$ cat config.mk
export PLATFORM = sky130hd
export DESIGN_NAME = ldpc_qc_encoder
export DESIGN_NICKNAME = d
export VERILOG_FILES = /design/src/rtl/ldpc_qc_encoder_pkg.sv /design/src/rtl/ldpc_cyclic_shifter.sv /design/src/rtl/ldpc_qc_encoder.sv
export SDC_FILE = /design/constraint.sdc
export NUM_CORES = 1
export LEC_CHECK = 0
export CAP_MARGIN = 20
export CORE_MARGIN = 5
export CORE_UTILIZATION = 40
export CTS_CLUSTER_DIAMETER = 200
export DETAILED_ROUTE_END_ITERATION = 8
export PLACE_DENSITY = 0.68
export SLEW_MARGIN = 0
export SYNTH_ARGS = -nofsm -noshare
export SYNTH_HDL_FRONTEND = slang
export SYNTH_HIERARCHICAL = 1
export SYNTH_SLANG_ARGS = --single-unit
$ cat constraint.sdc
create_clock -name clk -period 2.48 [get_ports clk]
set_input_delay 0.496 -clock clk [delete_from_list [all_inputs] [get_ports clk]]
set_output_delay 0.496 -clock clk [all_outputs]
set_load 0.01 [all_outputs]
$ cat src/rtl/ldpc_qc_encoder_pkg.sv
// Shared LDPC definitions: encoder FSM states and the base-matrix shift/connection functions.
package ldpc_qc_encoder_pkg;

  typedef enum logic {
    S_INFO   = 1'b0,
    S_PARITY = 1'b1
  } enc_state_t;

  // Circulant rotation for row i, info column j
  function automatic int shift(input int i, input int j, input int z);
    return (3 * i + 5 * j + 1) % z;
  endfunction

  // Base-matrix connectivity: row i uses column j
  function automatic logic conn(input int i, input int j);
    return ((i + j) % 3) != 2;
  endfunction

endpackage

$ cat src/rtl/ldpc_cyclic_shifter.sv
// Combinational right cyclic rotation: data_out[b] = data_in[(b+shift) mod Z].
// Zero latency, no flow control.
module ldpc_cyclic_shifter #(
  parameter int Z = 8,
  localparam int SW = (Z > 1) ? $clog2(Z) : 1
) (
  input  logic [Z-1:0]  data_in,
  input  logic [SW-1:0] shift,
  output logic [Z-1:0]  data_out
);

  always_comb begin
    data_out = '0;
    for (int b = 0; b < Z; b++) begin
      data_out[b] = data_in[(b + int'(shift)) % Z];
    end
  end

endmodule

$ cat src/rtl/ldpc_qc_encoder.sv
// Systematic QC-LDPC encoder: passes KB info blocks through (1-cycle latency), then emits MB parity blocks.
// Single output register; in_ready and parity emission stall while the register is held by out_ready=0.
module ldpc_qc_encoder
  import ldpc_qc_encoder_pkg::*;
#(
  parameter int Z  = 8,
  parameter int KB = 4,
  parameter int MB = 2
) (
  input  logic         clk,
  input  logic         rst,
  input  logic         in_valid,
  output logic         in_ready,
  input  logic [Z-1:0] in_data,
  output logic         out_valid,
  input  logic         out_ready,
  output logic [Z-1:0] out_data,
  output logic         out_parity,
  output logic         out_last
);

  localparam int CW = (KB > 1) ? $clog2(KB) : 1;
  localparam int PW = (MB > 1) ? $clog2(MB) : 1;
  localparam int SW = (Z > 1) ? $clog2(Z) : 1;

  enc_state_t    state, state_nxt;
  logic [CW-1:0] col;
  logic [PW-1:0] pidx;
  logic [Z-1:0]  acc     [MB];
  logic [Z-1:0]  rot_out [MB];
  logic          out_free, info_ld, par_ld, last_col, last_par;

  assign out_free = !out_valid || out_ready;
  assign last_col = (col == CW'(KB - 1));
  assign last_par = (pidx == PW'(MB - 1));

  for (genvar i = 0; i < MB; i++) begin : g_row
    logic [SW-1:0] sh;
    assign sh = SW'(shift(i, int'(col), Z));
    ldpc_cyclic_shifter #(.Z(Z)) u_shifter (
      .data_in  (in_data),
      .shift    (sh),
      .data_out (rot_out[i])
    );
  end

  always_ff @(posedge clk or posedge rst) begin
    if (rst) state <= S_INFO;
    else     state <= state_nxt;
  end

  always_comb begin
    state_nxt = state;
    case (state)
      S_INFO:   if (info_ld && last_col) state_nxt = S_PARITY;
      S_PARITY: if (par_ld && last_par)  state_nxt = S_INFO;
      default:  state_nxt = S_INFO;
    endcase
  end

  always_comb begin
    in_ready = 1'b0;
    info_ld  = 1'b0;
    par_ld   = 1'b0;
    case (state)
      S_INFO: begin
        in_ready = !rst && out_free;
        info_ld  = in_valid && in_ready;
      end
      S_PARITY: par_ld = out_free;
      default: ;
    endcase
  end

  // The last info block folds into acc on its accept edge, so parity can follow immediately.
  always_ff @(posedge clk or posedge rst) begin
    if (rst) begin
      col        <= '0;
      pidx       <= '0;
      out_valid  <= 1'b0;
      out_parity <= 1'b0;
      out_last   <= 1'b0;
      out_data   <= '0;
      for (int i = 0; i < MB; i++) acc[i] <= '0;
    end else if (info_ld) begin
      out_data   <= in_data;
      out_valid  <= 1'b1;
      out_parity <= 1'b0;
      out_last   <= 1'b0;
      col        <= last_col ? '0 : col + 1'b1;
      for (int i = 0; i < MB; i++) begin
        if (conn(i, int'(col))) acc[i] <= acc[i] ^ rot_out[i];
      end
    end else if (par_ld) begin
      out_data   <= acc[pidx];
      out_valid  <= 1'b1;
      out_parity <= 1'b1;
      out_last   <= last_par;
      if (last_par) begin
        pidx <= '0;
        for (int i = 0; i < MB; i++) acc[i] <= '0;
      end else begin
        pidx <= pidx + 1'b1;
      end
    end else if (out_ready) begin
      out_valid <= 1'b0;
    end
  end

endmodule

==> impl_results.md <==
- Max-cap violation count: 0
- First DRT Iteration DRCs: between 100 and 150
- Drt drc: 0
- Ys Warns: 6
- # nets final: between 300 and 400
- F_max: 0.421 GHz
- Area growth syn-to-layout: 20.9%
- Status: finished clean
- Num Clock Sinks: 31
- Hold crit path type: flip-flop to flip-flop
- FF+latch area: 776 sq um
- Kind of critical path: flip-flop to flip-flop
- Largest net degree at the start of global routing: 32
- Tmin final: ~2.4 ns
- Final Hold Violating Endpoints: 0
- Wire per inst: roughly 18 microns
- Int Pwr: around 2700 uW
- Die Width: 90.8 microns
- Vias: around 2200
- Vias in the first global route: between 2000 and 2500
- First-pass GRT wire length: ~11 mm
- Fin Setup TNS: 0 ns
- Register area share after synthesis: slightly below 30%
- Total grt overflow: 0
- Post-synth cell types: 37
- Area occupied by multi-input gates: about 1700 sq um
- Post-synthesis async set-or-reset flop share: 100%
- Via density: approximately 5.7
- Clock Skew: 0.00493 ns
- Die Ht: roughly 91 microns
- Crit path launch type: flip-flop
- Sequential power share: around a fifth
- N_diodes: 0
- Slew HR: between 60% and 70%
- Port-buffer cells: 23
- Static Leak: 0.00133 uW
- Worst setup EP type: flip-flop
- Comb pwr share: between 70% and 80%
- Mapped Cells: about 260
- # H-tree levels: 2
- Placer congestion estimate: between 0.8 and 0.9
- Syn nets: 280
- Slew Limit Fails: 0
- DR pass1 iterations: 4
- Number of antenna violations at the first check in global routing: 0
- Tcrit/Tclk final: between 90% and 100%
- I/O pins: 24
- Switching power: 2070 uW
- Clock Tree Root: clkbuf_8
- Clock Path Buffers: 2
- TritonCTS clock tree: built
- Final Non-Filler Cells: around 380
- Top cell type's share of synthesized area: a little under 30%
- Worst-skew pair later-pin latency: around 0.28 ns
- Synthesized flop and latch total: 31
- CTS clk-pin slew, worst paths: 0.07 ns
- Placed Instances: roughly 370
- Peak VDD IR: 0.000804 V
- Worst Tran Pin Value: 0.547 ns
- RSZ-0062 raised after global routing: yes
- Hold buffers post-CTS: 0
- Clock power share: 8.0%
- Pwr Density: 1500 nW/um^2
- Num CTS Buffers: 5
- Die area: 8240 sq um
- Final WL: ~6.6 mm
- Area leader, netlist: dfrtp_1
- Fill cells: between 500 and 600
- Cell Area, Synth: around 2600 sq um
- Initial core utilization: 41.1%
- DP Wirelength: 4.91 mm
- ANT nets after route: 0
- Core area: around 6300 sq um
- CP Data Required Time: about 2.7 ns
- Post-synth EDFFs: 0
- Global router's overall resource usage: 16.6%
- Dominant synthesized flop cell: dfrtp_1
- # setup viols final: 0
- Ranking of synthesized cells by area: dfrtp_1 30%, mux2_2 6.9%, mux4_2 6.9%, mux2i_1 4.6%, mux4_1 4.0%
- Switching Fraction: a little over two fifths
- Layout cells sized above 1: about a quarter
- Pwr Total: between 4000 and 5000 uW
- Crit Path Max Fanout: 7
- WP data arrival: around 2.6 ns
- Synthesized area per cell: roughly 10 sq um
- FP Rows: 29
cells by family after synthesis:
kind of cell | Yosys count | share of synthesized area, %
AND/OR/NAND/NOR | 65 | 12.8
AO/OA/AOI/OAI | 64 | 17.5
multiplexers | 44 | 24.7
buffers and inverters | 40 | 8.49
flip-flops | 31 | 29.7
XOR/XNOR | 10 | 3.36
adder cells (fa/ha/maj) | 7 | 3.36
sequential cells by signal, summed over array words and instances (netlist names):
name / cells
col: 2
out_data: 8
out_valid: 1
out_parity: 1
out_last: 1
state: 1
acc: 16
last_par: 1
layer usage:
metal / global-route usage [%] / up-vias / part of all wire [%]
met4: 4.59 / 0 / 1.9
met1: 23.5 / 1033 / 47
met3: 2.83 / 13 / 5.2
met5: 0 / - / 0
met2: 26.2 / 67 / 46
li1: - / 1046 / -
final timing paths:
check,startpoint,endpoint,cells after the start,slack (ns)
setup / recovery,col[0],acc[15],11,0.10
min in group asynchronous,rst,acc[13],3,0.67
hold reg to reg,out_parity,out_parity,2,0.50
max in group asynchronous,rst,col[1],3,1.51
hold / removal,out_parity,out_parity,2,0.50
setup reg to reg,col[0],acc[15],11,0.10
cell usage in the layout, fill, tap and decap left out, drive strengths merged:
cell / Yosys / layout
dfrtp: 31 / 31
buf: 12 / 26
clkdlybuf4s50: 0 / 23
nor2: 23 / 23
inv: 21 / 21
mux2: 20 / 20
o21ai: 19 / 19
o211ai: 14 / 14
nor2b: 13 / 13
mux2i: 12 / 12
mux4: 12 / 12
nor3: 11 / 11
a221o: 8 / 8
a211oi: 8 / 8
nand2: 7 / 7
a21oi: 7 / 7
clkbuf: 5 / 7
ha: 7 / 7
xor2: 6 / 6
and3: 5 / 5
xnor2: 4 / 4
a221oi: 4 / 4
nand3: 3 / 3
a2111oi: 2 / 2
clkinv: 2 / 2
nand2b: 1 / 1
or3: 1 / 1
and2: 1 / 1
a22o: 1 / 1
o32ai: 1 / 1
clkinvlp: 0 / 1
worst max-delay path: stages, from the launching register on:
cell      delay, ns
dfrtp_1        0.39
inv_2          0.11
ha_4           0.23
inv_4          0.05
inv_1          0.05
ha_4           0.31
mux2_2         0.35
mux2i_1        0.18
a221oi_2       0.11
buf_4          0.16
xnor2_1        0.11
o32ai_1        0.23
area by class of cell:
class	count	share of cell area, %
multi-input cells	190	53.2
flip-flops and latches	31	24.6
repair buffers	49	13.6
well taps	77	3.06
inverters	23	2.94
clock buffers	7	2.42
clock inverters	1	0.159
per-stage QoR:
stage          hold slack [ns]  util (%)  worst slack [ns]  cell area, sq um
2_1_floorplan            0.523         -           0.00797              2630
3_3_place_gp             0.481      47.3            0.0285              3000
5_1_grt                  0.535      49.7          -0.00296              3150
4_1_cts                  0.512      48.7           0.00149              3090
6_report                 0.501      49.7             0.104              3150
3_5_place_dp             0.496      47.3           -0.0382              3000
power groups by stage:
stage / registers, uW / logic [uW] / clock network [uW]
floorplan: 918 / 2500 / 0
global placement: 958 / 3120 / 0
detailed placement: 967 / 3210 / 0
CTS: 961 / 3260 / 391
global route: 992 / 3720 / 412
finish: 959 / 3400 / 381
cell usage after synthesis, drive strengths merged, types with 6 or more instances:
library cell / number
mux2: 20
mux4: 12
o21ai: 19
nor3: 11
dfrtp: 31
ha: 7
xor2: 6
nor2: 23
a221o: 8
buf: 12
mux2i: 12
a211oi: 8
nor2b: 13
a21oi: 7
o211ai: 14
inv: 21
nand2: 7
what timing repair did:
| action | CTS | global route |
|---|---|---|
| endpoints found under the setup margin | 1 | 8 |
| setup buffers | 0 | 1 |
| gates resized for setup | 2 | 9 |
| endpoints found under the hold margin | 0 | 0 |
Note: power is estimated with default switching activity, not from simulation.
==> variant, RTL diff (config.mk and constraints unchanged) <==
Change the parameter `KB` from 4 to 2.
--- a/src/rtl/ldpc_qc_encoder.sv
+++ b/src/rtl/ldpc_qc_encoder.sv
@@ -4,7 +4,7 @@
   import ldpc_qc_encoder_pkg::*;
 #(
   parameter int Z  = 8,
-  parameter int KB = 4,
+  parameter int KB = 2,
   parameter int MB = 2
 ) (
   input  logic         clk,
Check against the original RTL: not settled (the Yosys comparison gave no result); the edit may change what the design does.
==> variant against the unedited design <==
Synthesized area is 4.3% lower. Wire length shrank 11%. Clock skew grew 3.2 ps. Sequential power down 9.7%. Power shrank 25%. Setup slack better by 100 ps. Cell area decreased by 8.4%. Worst hold slack worse by 32 ps. First-iteration DRC count up 21%. Critical path type is now in2out. Sequential cell count shrank 1.
==> variant: results (changes against the unedited design) <==
Status
  – Status: complete, no violations (unchanged)

Clocking
  – CTS Buffer Depth: 2 (unchanged)
  – CTS resizes: 0 (was 2)
  – Clk_lat worst skew: 280 ps (about the same)
  – H-tree levels: 2 (unchanged)

Placed design
  – Post-DP Area: 0.00278 mm^2 (was 0.00300 mm^2)
  – Placed Cells: 323 (was 369)
  – DP Worst Slack: 44.6 ps (was -38.2 ps)
  – Port-buffer cells: 23 (unchanged)
  – Detail Placement HPWL: 4430 um (was 4910 um)
  – GP Congestion: 0.811 (was 0.801)

Timing
  – Skew final: 8.08 ps (was 4.93 ps)
  – Slew @ Worst Pin: 544 ps (was 547 ps)

Final layout
  – Biggest regs: acc (16), out_data (8) (was acc (16), out_data (8), col (2))
  – Share of layout cells above drive strength 1: 19.9% (was 25.2%)
  – Final #Nets: 271 (was 319)

Power
  – Pwr Density: 1220 mW/mm^2 (was 1500 mW/mm^2)
  – Power Combinational: 2.18 mW (was 3.40 mW)
  – Switching pwr: 1.46 mW (was 2.07 mW)
  – Static leakage: 1.21 nW (was 1.33 nW)
  – Max VDD drop: 0.940 mV (was 0.804 mV)
  – P_seq: 0.866 mW (was 0.959 mW)

Detailed routing
  – Drt first-iter violations: 162 (was 134)
  – Met3 wire length: 305 um (was 345 um)
  – Routed vias/inst: 5.98 (was 5.71)
  – DRT Pass-1 Iters: 4 (unchanged)
  – DRT met1 WL: 2810 um (was 3140 um)
  – Met2 wire len: 2690 um (was 3020 um)
  – Vias: 1978 (was 2159)
  – Routed WL per cell: 17.9 um (was 17.6 um)

Worst setup path
  – CP peak stage delay: 490 ps (was 390 ps)
  – Crit-path max FO: 2 (was 7)
  – FF-to-FF path depth: 8 (was 11)
  – Crit path max-delay family: buffers and inverters (was adder cells)
  – Slowest CP cell: clkdlybuf4s50_1 (was dfrtp_1)

Global routing
  – Met3 Use GR: 3.32% (was 2.83%)
  – Met1 GRT Util: 23.6% (was 23.5%)
  – Vias in the first global route: 1861 (was 2162)
  – GRT Util Overall: 16.2% (was 16.6%)
  – GR Util met2: 24.4% (was 26.2%)
  – First-pass GRT wire length: 9820 um (was 11200 um)
  – Initial antenna violation count: 0 (unchanged)

Synthesis
  – Sequential element share of the synthesized area: 30.1% (was 29.7%)
  – List of most frequent post-synthesis cells: dfrtp_1 (30), mux2i_1 (27), o21ai_0 (17), mux2_2 (16), nor3_1 (14) (was dfrtp_1 (31), nor2_1 (22), inv_1 (21), o21ai_0 (18), mux2_2 (16))
  – Post-Synthesis Cells: 230 (was 261)
  – Count of cell types in the netlist: 36 (was 37)
  – Top cells by area, synth: dfrtp_1 (30%), mux2i_1 (11%), mux2_2 (7.2%) (was dfrtp_1 (30%), mux2_2 (6.9%), mux4_2 (6.9%))

Min path
  – Hold depth: 1 (was 2)
## variant: worst paths after layout
kind,start,to,slack (ps)
setup / recovery,out_ready,in_ready,210
hold / removal,acc[10]$_DFFE_PP0P_,acc[10]$_DFFE_PP0P_,470
hold reg to reg,acc[10]$_DFFE_PP0P_,acc[10]$_DFFE_PP0P_,470
max in group asynchronous,rst,last_par$_DFFE_PP0P_,1410
setup reg to reg,col$_DFFE_PP0P_,acc[15]$_DFFE_PP0P_,290
min in group asynchronous,rst,col$_DFFE_PP0P_,780
## variant: cell families after synthesis
group	share of synthesized area, %
compound gates	12.8
xor+xnor	3.51
fa+ha+maj	2.00
buf+inv	7.11
flops	30.1
mux	31.9
other cells	0.150
simple gates	12.5
## variant: final cells by class
class,instances,area (um^2)
fillers,540,3100
multi-input cells,174,1580
flip-flops and latches,30,751
repair buffers,35,320
well taps,75,93.8
clock buffers,5,68.8
clock inverters,3,40.0
inverters,9,33.8
